==> src/rtl/box_pkg.sv <==
// box_pkg: shared coordinate, state and overlay payload types for the box tracker.
package box_pkg;
    localparam int COORD_W = 11;
    typedef logic [COORD_W-1:0] coord_t;
    typedef enum logic [1:0] {IDLE = 2'd0, TRACK = 2'd1, COAST = 2'd2} track_state_t;
    localparam logic [1:0] S_IDLE  = 2'd0;
    localparam logic [1:0] S_TRACK = 2'd1;
    localparam logic [1:0] S_COAST = 2'd2;
    typedef struct packed {
        logic        en;
        coord_t [3:0] e;
    } ovl_t;
endpackage

==> src/rtl/box_coord_filter.sv <==
// box_coord_filter: box hit/size check plus optional IIR edge smoothing (BOX_SMOOTH_EN).
// Edge index order is 0=top 1=bottom 2=left 3=right.
module box_coord_filter import box_pkg::*; #(
    parameter int MIN_SIZE = 8
`ifdef BOX_SMOOTH_EN
    , parameter int SMOOTH_SHIFT = 2
`endif
) (
    input  logic         flag_i,
    input  coord_t [3:0] edge_i,
`ifdef BOX_SMOOTH_EN
    input  coord_t [3:0] old_i,
    input  logic         smooth_i,
`endif
    output logic         hit_o,
    output coord_t [3:0] edge_o
);
    logic [11:0] h, w;
    assign h = {1'b0, edge_i[1]} - {1'b0, edge_i[0]} + 12'd1;
    assign w = {1'b0, edge_i[3]} - {1'b0, edge_i[2]} + 12'd1;
    assign hit_o = flag_i && edge_i[1] >= edge_i[0] && edge_i[3] >= edge_i[2] &&
                   h >= 12'(MIN_SIZE) && w >= 12'(MIN_SIZE);
`ifdef BOX_SMOOTH_EN
    for (genvar i = 0; i < 4; i++) begin : g_e
        logic signed [12:0] d, s;
        assign d = $signed({2'b0, edge_i[i]}) - $signed({2'b0, old_i[i]});
        assign s = $signed({2'b0, old_i[i]}) + (d >>> SMOOTH_SHIFT);
        assign edge_o[i] = !smooth_i ? edge_i[i] : s[12] ? '0 : s[11] ? '1 : s[10:0];
    end
`else
    assign edge_o = edge_i;
`endif
endmodule

==> src/rtl/box_track_ctrl.sv <==
// box_track_ctrl: per-frame hysteresis tracker pushing overlay updates over valid/ready.
// Optional edge smoothing while tracking is enabled by defining BOX_SMOOTH_EN.
module box_track_ctrl import box_pkg::*; #(
    parameter int ACQ_FRAMES   = 3,
    parameter int LOST_FRAMES  = 4,
    parameter int MIN_SIZE     = 8,
    parameter int SMOOTH_SHIFT = 2
) (
    input  logic         clk,
    input  logic         rst_n,
    input  logic         frame_done,
    input  logic         box_flag,
    input  logic [10:0]  top_edge,
    input  logic [10:0]  bottom_edge,
    input  logic [10:0]  left_edge,
    input  logic [10:0]  right_edge,
    output logic         ovl_valid,
    input  logic         ovl_ready,
    output logic         ovl_en,
    output logic [10:0]  ovl_top,
    output logic [10:0]  ovl_bottom,
    output logic [10:0]  ovl_left,
    output logic [10:0]  ovl_right,
    output logic [1:0]   track_state,
    output logic         lost_pulse,
    output logic [7:0]   overrun_cnt
);
    coord_t [3:0] cap_q, last_q, filt_e;
    logic         flag_q, eval_q, hit, lost_q, lost_d, q, q_en;
    logic [1:0]   state_q, state_d;
    logic [3:0]   hit_cnt_q, hit_cnt_d, miss_cnt_q, miss_cnt_d;
    logic         valid_q, shd_v_q, acc;
    logic [7:0]   ovr_q;
    ovl_t         pay_q, shd_q, upd;

    box_coord_filter #(
        .MIN_SIZE(MIN_SIZE)
`ifdef BOX_SMOOTH_EN
        , .SMOOTH_SHIFT(SMOOTH_SHIFT)
`endif
    ) u_filt (
        .flag_i(flag_q),
        .edge_i(cap_q),
`ifdef BOX_SMOOTH_EN
        .old_i(last_q),
        .smooth_i(state_q == S_TRACK),
`endif
        .hit_o(hit),
        .edge_o(filt_e)
    );

    always_comb begin
        state_d    = state_q;
        hit_cnt_d  = hit_cnt_q;
        miss_cnt_d = miss_cnt_q;
        q          = 1'b0;
        q_en       = 1'b1;
        lost_d     = 1'b0;
        if (eval_q) begin
            case (state_q)
                S_IDLE: begin
                    hit_cnt_d = hit ? hit_cnt_q + 4'd1 : 4'd0;
                    if (hit && hit_cnt_q + 4'd1 == 4'(ACQ_FRAMES)) begin
                        state_d   = S_TRACK;
                        hit_cnt_d = 4'd0;
                        q         = 1'b1;
                    end
                end
                S_TRACK: begin
                    q          = hit;
                    state_d    = hit ? S_TRACK : S_COAST;
                    miss_cnt_d = hit ? miss_cnt_q : 4'd1;
                end
                S_COAST: begin
                    q          = hit;
                    state_d    = hit ? S_TRACK : S_COAST;
                    miss_cnt_d = hit ? 4'd0 : miss_cnt_q + 4'd1;
                    if (!hit && miss_cnt_q + 4'd1 == 4'(LOST_FRAMES)) begin
                        state_d    = S_IDLE;
                        miss_cnt_d = 4'd0;
                        lost_d     = 1'b1;
                        q          = 1'b1;
                        q_en       = 1'b0;
                    end
                end
                default: state_d = S_IDLE;
            endcase
        end
    end

    // A loss update clears enable but keeps the last drawn box edges.
    assign upd = '{en: q_en, e: q_en ? filt_e : last_q};
    assign acc = valid_q && ovl_ready;

    always_ff @(posedge clk or negedge rst_n) begin
        if (!rst_n) begin
            cap_q      <= '0;
            flag_q     <= 1'b0;
            eval_q     <= 1'b0;
            state_q    <= S_IDLE;
            hit_cnt_q  <= '0;
            miss_cnt_q <= '0;
            lost_q     <= 1'b0;
            last_q     <= '0;
            valid_q    <= 1'b0;
            pay_q      <= '0;
            shd_v_q    <= 1'b0;
            shd_q      <= '0;
            ovr_q      <= '0;
        end else begin
            eval_q     <= frame_done;
            if (frame_done) begin
                flag_q <= box_flag;
                cap_q  <= {right_edge, left_edge, bottom_edge, top_edge};
            end
            state_q    <= state_d;
            hit_cnt_q  <= hit_cnt_d;
            miss_cnt_q <= miss_cnt_d;
            lost_q     <= lost_d;
            if (q) last_q <= upd.e;
            if (q && shd_v_q && ovr_q != 8'hff) ovr_q <= ovr_q + 8'd1;
            if (q && (!valid_q || acc)) begin
                pay_q   <= upd;
                valid_q <= 1'b1;
                shd_v_q <= 1'b0;
            end else if (q) begin
                shd_q   <= upd;
                shd_v_q <= 1'b1;
            end else if (acc) begin
                pay_q   <= shd_v_q ? shd_q : pay_q;
                valid_q <= shd_v_q;
                shd_v_q <= 1'b0;
            end
        end
    end

    assign ovl_valid   = valid_q;
    assign ovl_en      = pay_q.en;
    assign ovl_top     = pay_q.e[0];
    assign ovl_bottom  = pay_q.e[1];
    assign ovl_left    = pay_q.e[2];
    assign ovl_right   = pay_q.e[3];
    assign track_state = state_q;
    assign lost_pulse  = lost_q;
    assign overrun_cnt = ovr_q;
endmodule

==> config.mk <==
export PLATFORM = sky130hd
export DESIGN_NAME = box_track_ctrl
export DESIGN_NICKNAME = d
export VERILOG_FILES = /design/src/rtl/box_pkg.sv /design/src/rtl/box_coord_filter.sv /design/src/rtl/box_track_ctrl.sv
export SDC_FILE = /design/constraint.sdc
export NUM_CORES = 1
export LEC_CHECK = 0
export CAP_MARGIN = 20
export CORE_UTILIZATION = 60
export DETAILED_ROUTE_END_ITERATION = 8
export GPL_ROUTABILITY_DRIVEN = 0
export PLACE_DENSITY_LB_ADDON = 0.05
export SLEW_MARGIN = 25
export SYNTH_ARGS = -nofsm -noshare
export SYNTH_HDL_FRONTEND = slang
export SYNTH_SLANG_ARGS = --single-unit
==> constraint.sdc <==
create_clock -name clk -period 6.05 [get_ports clk]
set_input_delay 1.21 -clock clk [delete_from_list [all_inputs] [get_ports clk]]
set_output_delay 1.21 -clock clk [all_outputs]
set_load 0.02 [all_outputs]
# Word level (Yosys, flattened, before mapping)
# Index checks and enable logic that the tools add are counted.
# W data, S select, Z words.
totals:
  reg_bits: 201
  latchBits: 0
  ram_bits: 0
  romBits: 0
  inputBits: 49
  out_inout_bits: 57
  word_cells: 102
  n_memories: 0
classes:
  n_addsub: 7
  multipliers: 0
  n_div: 0
  order_cmp: 4
  eq_ne: 8
  n_shift: 0
  mux: 31
  bitwise_logic: 1
  reduce_logical: 24
ops:
  columns: ["operator", "count"]
  rows:
  - ["$mux W45", 4]
  - ["$mux W44", 1]
  - ["$add A12 B1 Y12 const B", 2]
  - ["$ge A12 B4 Y1 const B", 2]
  - ["$sub A11 B11 Y12", 2]
  - ["$ge A11 B11 Y1", 2]
  - ["$mux W4", 5]
  - ["$mux W1", 15]
  - ["$logic_and A1 B1 Y1", 10]
  - ["$add A4 B1 Y4 const B", 2]
  - ["$add A8 B1 Y8 const B", 1]
  - ["$ne A8 B8 Y1 const B", 1]
  - ["$pmux W4 S2", 1]
  - ["$reduce_and A2 Y1", 4]
  - ["$mux W2", 3]
  - ["$pmux W2 S3", 1]
  - ["$reduce_and A3 Y1", 2]
  - ["$reduce_bool A2 Y1", 3]
  - ["$eq A4 B2 Y1 const B", 1]
  - ["$eq A4 B3 Y1 const B", 1]
  - ["$ne A2 B2 Y1 const B", 2]
  - ["$pmux W1 S3", 1]
  - ["$reduce_bool A3 Y1", 1]
  - ["$eq A2 B1 Y1 const B", 1]
  - ["6 further kinds", 7]

# Longest topological paths before layout
depth:
  depth_word: 13
  depth_mapped: 19
  ltp_nobuf: 16

# By module
# Synthesis repeated with hierarchy kept, for this count alone.
unflattened:
  hier_cells: 1078
  area_unflattened_um2: 12054.1
by_module_without_submodules:
  columns: ["module", "n_inst", "cells_each", "area_each_um2", "seq_area_each_um2"]
  rows:
  - ["box_track_ctrl", 1, 786, 9900.7, 5029.8]
  - ["box_coord_filter", 1, 292, 2153.3, 0.0]

# Worst setup path before layout
# OpenSTA, ideal clock, no wires.
synth_path:
  path_kind: "reg2reg"
  startpoint: "reg cap_q[23] (netlist bit)"
  endpoint: "reg pay_q, in the netlist ovl_bottom[0]"
  setup_ns: 0.079
  t_arrival_ns: 3.702
  required_ns: 5.971
  slack_ns: 2.269
  path_stages_with_launch: 19
  n_path_buf: 2
  synth_period_minus_slack_ns: 3.781
  path_cell_list: "dfrtp_1 > inv_1 > ha_1 > inv_1 > ha_1 > inv_1 > fa_1 > or2b_1 > mux2i_1 > a21oi_1 > or3_1 > o211ai_1 > or4_4 > a31oi_1 > a211o_2 > buf_4 > nor2_2 > buf_2 > mux2i_1"
synth_between:
  elab_chain_len: 12
  elab_cells_between_ends: 24
  classes_between: "add/sub (2); order compare (2); eq/ne (1); mux (9); reduce/logical (10)"
synth_rtl:
  columns: ["element", "line_no", "rtl"]
  rows:
  - ["from (decl)", "box_track_ctrl.sv:28", "coord_t [3:0] cap_q, last_q, filt_e;"]
  - ["from (signal assigned)", "box_track_ctrl.sv:114", "cap_q <= {right_edge, left_edge, bottom_edge, top_edge};"]
  - ["$sub A11 B11 Y12 or $ge A11 B11 Y1 (tied branches)", "box_coord_filter.sv:20, box_coord_filter.sv:21", null]
  - ["$add A12 B1 Y12 or $logic_and A1 B1 Y1 (tied branches)", "box_coord_filter.sv:20, box_coord_filter.sv:21", null]
  - ["$ge A12 B4 Y1 or $logic_and A1 B1 Y1 (tied branches)", "box_coord_filter.sv:22, box_coord_filter.sv:21", null]
  - ["$logic_and A1 B1 Y1 *", "box_coord_filter.sv:22", "h >= 12'(MIN_SIZE) && w >= 12'(MIN_SIZE);"]
  - ["$logic_not A1 Y1", "box_track_ctrl.sv:78", "if (!hit && miss_cnt_q + 4'd1 == 4'(LOST_FRAMES)) begin"]
  - ["$logic_and A1 B1 Y1", "box_track_ctrl.sv:78", null]
  - ["$mux W1", "box_track_ctrl.sv:78", null]
  - ["$pmux W1 S3", "box_track_ctrl.sv:60", "case (state_q)"]
  - ["$mux W1", "box_track_ctrl.sv:59", "if (eval_q) begin"]
  - ["$logic_and A1 B1 Y1", "box_track_ctrl.sv:122", "if (q && (!valid_q || acc)) begin"]
  - ["$ne A2 B1 Y1 (no line) or $reduce_bool A2 Y1 (tied branches)", null, null]
  - ["$reduce_and A3 Y1 (no line)", null, null]
  - ["to (signal assigned)", "box_track_ctrl.sv:123", "pay_q <= upd;"]
  - ["to (signal assigned)", "box_track_ctrl.sv:130", "pay_q <= shd_v_q ? shd_q : pay_q;"]
  - ["to (decl)", "box_track_ctrl.sv:34", "ovl_t pay_q, shd_q, upd;"]
# Every way passes the cells marked *; elsewhere a longest branch is shown, timed or not.
# A chain may end at the register's enable or synchronous reset.

# Worst setup path in the final report
layout_path:
  startpoint: "reg cap_q[23] (netlist bit)"
  endpoint: "reg pay_q, in the netlist ovl_bottom[3]"
# The elaborated chain is that of the path after synthesis.

==> results list <==
- The via count of the first global-routing pass is 7900.
* Post-detailed-route wirelength per cell: 17.1 um
* Number of nets produced by synthesis: 1152
* FF+latch count, synth: 201
- Leading post-synthesis cells by cell area: sky130_fd_sc_hd__dfrtp_1 47%, sky130_fd_sc_hd__mux2i_1 13%, sky130_fd_sc_hd__ha_1 6.0%
- Die height: 136 um
- After detailed routing, the number of remaining DRC violations is 0.
- Floorplan core area: 17400 um2
- CP required: 6460 ps
- Via total after detailed routing: 7698
* Die outline area: 18400 um2
* Outcome: finished clean
- Seq/Total Area, Yosys: 0.470
* Final critical-path setup slack: 1510 ps
* Launching point of the worst reg2reg path: cap_q[23]
* Setup-failing EPs final: 0
- The number of hold violations in the final report is 0.
- The critical path starts at cap_q[23].
- The count of nets left with antenna violations once routing finished came out at 0.
- STA classifies the critical path startpoint as a flop.
- After synthesis the cells add up to 10700 um2.
- Dividing the synthesized area by the synthesized cell count gives 10.3 um2.
- Setup slack at placement: 1580 ps
- From left edge to right edge, the die measures 136 um.
- For this configuration, the core starts out at a cell density of 0.616.
- In the synthesized netlist the dominant register cell turns out to be sky130_fd_sc_hd__dfrtp_1.
- Total Power Consumption: 4.67 mW
- Total of fill cells in the finished design: 1297
* Period utilization: 0.750
- Clock tree from TritonCTS: yes
- Cts bufs inserted: 22
* First-pass GRT wire length: 39200 um
- In this run the number of H-tree levels came out at 1.
* Drt first pass iters: 4
- Number of port buffers: 105
* Max Root-Sink Buffers: 3
- Crit end category: flop
- Minimum period implied by the final worst setup slack: 4540 ps
- Detail-routed via count per cell: 5.61
- Amount of wire on met3 after detailed routing: 720 um
- Pins Over Slew Limit: 0
* Row cnt: 48
- Number of flops mapped to enable cells by yosys: 0
* Worst path arrival time: 4950 ps
* Standby leakage power: 6.04 nW
* Sum of routed wire segments on met1: 10400 um
* Rel. slew slack: 0.343
* Cells after Synth: 1043
* Power density cells: 370 nW/um2
- Source of the worst hold timing path: last_q[15]
* Number of antenna violations at the first check in global routing: 0
* IR Drop Worst-Case VDD: 0.000276 V
* Number of distinct library cells after synthesis: 69
* Classification of the worst-slack hold path: flop to flop
- 0 antenna diodes ended up in the layout.
- Library cell occupying the most area in the post-synthesis netlist: sky130_fd_sc_hd__dfrtp_1
- Relative to the synthesized area, the layout overhead comes to 17.9%.
* Uppermost layer routed: met4
* CP max FO: 27
- Number of resized instances in the post-cts repair step: 0
- For this run, the top clock speed supported by timing is 0.220 GHz.
- After synthesis, the share of flip-flops with an asynchronous set or reset is 1.00.
- For the worst-skew pair, the clock arrives at the later sink with an insertion delay of 500 ps.
- Max-cap violations in this run came to 0.
* DR WL met2: 11700 um
- Final routed wirelength across all metal layers: 23400 um
- Share of Yosys cell area claimed by the top area cell type: 0.470
* Number of placed I/O pins: 106
- Clock tree synthesis selected as its root buffer the cell sky130_fd_sc_hd__clkbuf_16.
- Aggregate global routing overflow: 0
- For this run, the share of the core covered by cells in the final layout is 0.727.
- After legalization and detailed placement, the total HPWL measured 15800 um.
* Largest net degree at the start of global routing: 115
- Post-cts hold buffer count: 0
- Setup skew after layout: 8.18 ps
* Final-stage net count: 1240
- Crit path kind: flop to flop
* Unrepaired setup endpoints after global routing: no
- Of the cells placed in the final design, the portion with a size suffix greater than 1 is 0.0733.
- In this run, the number of DRC markers left after iteration 0 of detailed routing was 435.
- After routing, the total negative slack on setup checks comes to 0 ps.
* Number of clock sinks: 201
- For the pin with the worst max-slew slack, the measured transition is 985 ps.
* Yosys Warn Count: 0
- In the global route stage, overall resource usage came out at 0.269.
- Clock-pin slew was measured on the worst setup and hold paths at 60 ps.
* Setup Fix Bufs, Post-CTS: 0
==> worst paths after layout <==
| path | cells past startpoint | slack (ps) | endpoint |
|---|---|---|---|
| worst max-delay path | 17 | 1510 | ovl_bottom[3] |
| worst min register to register | 2 | 480 | last_q[15] |
| worst min-delay path | 2 | 480 | last_q[15] |
| min in group asynchronous | 1 | 800 | overrun_cnt[5] |
| worst max register to register | 17 | 1510 | ovl_bottom[3] |
| max in group asynchronous | 2 | 4030 | ovl_bottom[9] |
==> registers in the layout, summed over array words and instances (netlist names), 2 cells and up <==
name,flops
ovl_right,11
shd_q,45
track_state,2
ovl_left,11
cap_q,44
miss_cnt_q,4
hit_cnt_q,4
ovl_top,11
ovl_bottom,11
last_q,44
overrun_cnt,8
==> critical path: stages, from the launching register on <==
cell,delay (ps)
sky130_fd_sc_hd__dfrtp_1,370
sky130_fd_sc_hd__inv_1,80
sky130_fd_sc_hd__ha_1,300
sky130_fd_sc_hd__inv_1,60
sky130_fd_sc_hd__ha_1,160
sky130_fd_sc_hd__inv_1,60
sky130_fd_sc_hd__fa_1,420
sky130_fd_sc_hd__or2b_1,260
sky130_fd_sc_hd__mux2i_1,170
sky130_fd_sc_hd__a21oi_1,100
sky130_fd_sc_hd__or3_1,360
sky130_fd_sc_hd__o211ai_1,100
sky130_fd_sc_hd__or4_4,160
sky130_fd_sc_hd__nand3_2,180
sky130_fd_sc_hd__a211o_2,460
sky130_fd_sc_hd__nor2_4,610
sky130_fd_sc_hd__buf_12,330
sky130_fd_sc_hd__mux2i_1,230
==> Yosys cell counts, types with 5 or more instances <==
library cell / n
sky130_fd_sc_hd__fa_1: 9
sky130_fd_sc_hd__a21oi_1: 63
sky130_fd_sc_hd__mux2_2: 22
sky130_fd_sc_hd__nor3_1: 13
sky130_fd_sc_hd__nor2_1: 60
sky130_fd_sc_hd__buf_4: 5
sky130_fd_sc_hd__mux2i_1: 139
sky130_fd_sc_hd__nand2_1: 97
sky130_fd_sc_hd__a21o_1: 5
sky130_fd_sc_hd__o21ai_0: 91
sky130_fd_sc_hd__dfrtp_1: 201
sky130_fd_sc_hd__nor2b_1: 7
sky130_fd_sc_hd__xnor2_1: 5
sky130_fd_sc_hd__inv_1: 106
sky130_fd_sc_hd__o21bai_1: 5
sky130_fd_sc_hd__buf_2: 9
sky130_fd_sc_hd__buf_12: 5
sky130_fd_sc_hd__nand2b_1: 12
sky130_fd_sc_hd__nand3_1: 14
sky130_fd_sc_hd__xor2_1: 8
sky130_fd_sc_hd__ha_1: 51
sky130_fd_sc_hd__clkbuf_1: 28
sky130_fd_sc_hd__a31oi_1: 5
sky130_fd_sc_hd__nand4_1: 9
sky130_fd_sc_hd__o211ai_1: 5
==> area by class of cell <==
type / count / area, um2 / area share
Tap cell: 225 / 282 / 0.0223
Clock inverter: 7 / 120 / 0.00952
Clock buffer: 32 / 659 / 0.0523
Inverter: 106 / 398 / 0.0315
Sequential cell: 201 / 5030 / 0.399
Multi-Input combinational cell: 687 / 4980 / 0.395
Timing Repair Buffer: 113 / 1150 / 0.0910
==> cell usage in the layout (no fill, tap or decap), types with 4 or more instances in the layout <==
| cell type | n |
|---|---|
| sky130_fd_sc_hd__clkbuf_16 | 23 |
| sky130_fd_sc_hd__nand2_1 | 97 |
| sky130_fd_sc_hd__nor2_1 | 60 |
| sky130_fd_sc_hd__clkbuf_1 | 4 |
| sky130_fd_sc_hd__buf_4 | 5 |
| sky130_fd_sc_hd__dfrtp_1 | 201 |
| sky130_fd_sc_hd__nor2b_1 | 7 |
| sky130_fd_sc_hd__o21ai_0 | 91 |
| sky130_fd_sc_hd__a31oi_1 | 5 |
| sky130_fd_sc_hd__nand4_1 | 9 |
| sky130_fd_sc_hd__o211ai_1 | 5 |
| sky130_fd_sc_hd__xnor2_1 | 5 |
| sky130_fd_sc_hd__ha_1 | 51 |
| sky130_fd_sc_hd__inv_1 | 106 |
| sky130_fd_sc_hd__a21oi_1 | 63 |
| sky130_fd_sc_hd__and3_1 | 4 |
| sky130_fd_sc_hd__o21bai_1 | 5 |
| sky130_fd_sc_hd__mux2_2 | 22 |
| sky130_fd_sc_hd__a211oi_1 | 4 |
| sky130_fd_sc_hd__mux2i_1 | 139 |
| sky130_fd_sc_hd__xor2_1 | 8 |
| sky130_fd_sc_hd__nand2b_1 | 12 |
| sky130_fd_sc_hd__nand3_1 | 13 |
| sky130_fd_sc_hd__a21o_1 | 5 |
| sky130_fd_sc_hd__nor3_1 | 13 |
| sky130_fd_sc_hd__clkdlybuf4s50_1 | 103 |
| sky130_fd_sc_hd__fa_1 | 9 |
| sky130_fd_sc_hd__clkbuf_8 | 6 |
| sky130_fd_sc_hd__o221ai_1 | 4 |
==> where the power goes <==
group	leakage, nW	switching, mW	total, mW	internal, mW
clock network	0.379	0.537	1.42	0.886
logic	3.34	0.744	1.40	0.658
registers	2.32	0.207	1.85	1.64
total	6.04	1.49	4.67	3.18
==> logic make-up (layout without fill, tap and decap cells) <==
| group | count (synthesis) | after routing | share of synthesized area |
|---|---|---|---|
| AND/OR/NAND/NOR | 239 | 239 | 0.104 |
| AO/OA/AOI/OAI | 212 | 212 | 0.116 |
| XOR/XNOR | 14 | 14 | 0.0132 |
| multiplexers | 161 | 161 | 0.153 |
| flip-flops | 201 | 201 | 0.470 |
| buffers and inverters | 155 | 258 | 0.0662 |
| adder cells (fa/ha/maj) | 61 | 61 | 0.0774 |
==> metal layers <==
metal | track usage | vias up
met4 | 0.0886 | 0
met2 | 0.471 | 148
met1 | 0.348 | 3770
li1 | - | 3744
met3 | 0.0288 | 36
met5 | 0 | -
==> stage by stage <==
step	area [um2]	std cells	hold slack (ps)
after global routing	12600	1371	496
after global placement	11800	1331	460
final	12600	1371	480
after detailed placement	11800	1331	471
after floorplan	10700	1043	450
after CTS	12600	1370	484
(Power assumes the default switching activity.)
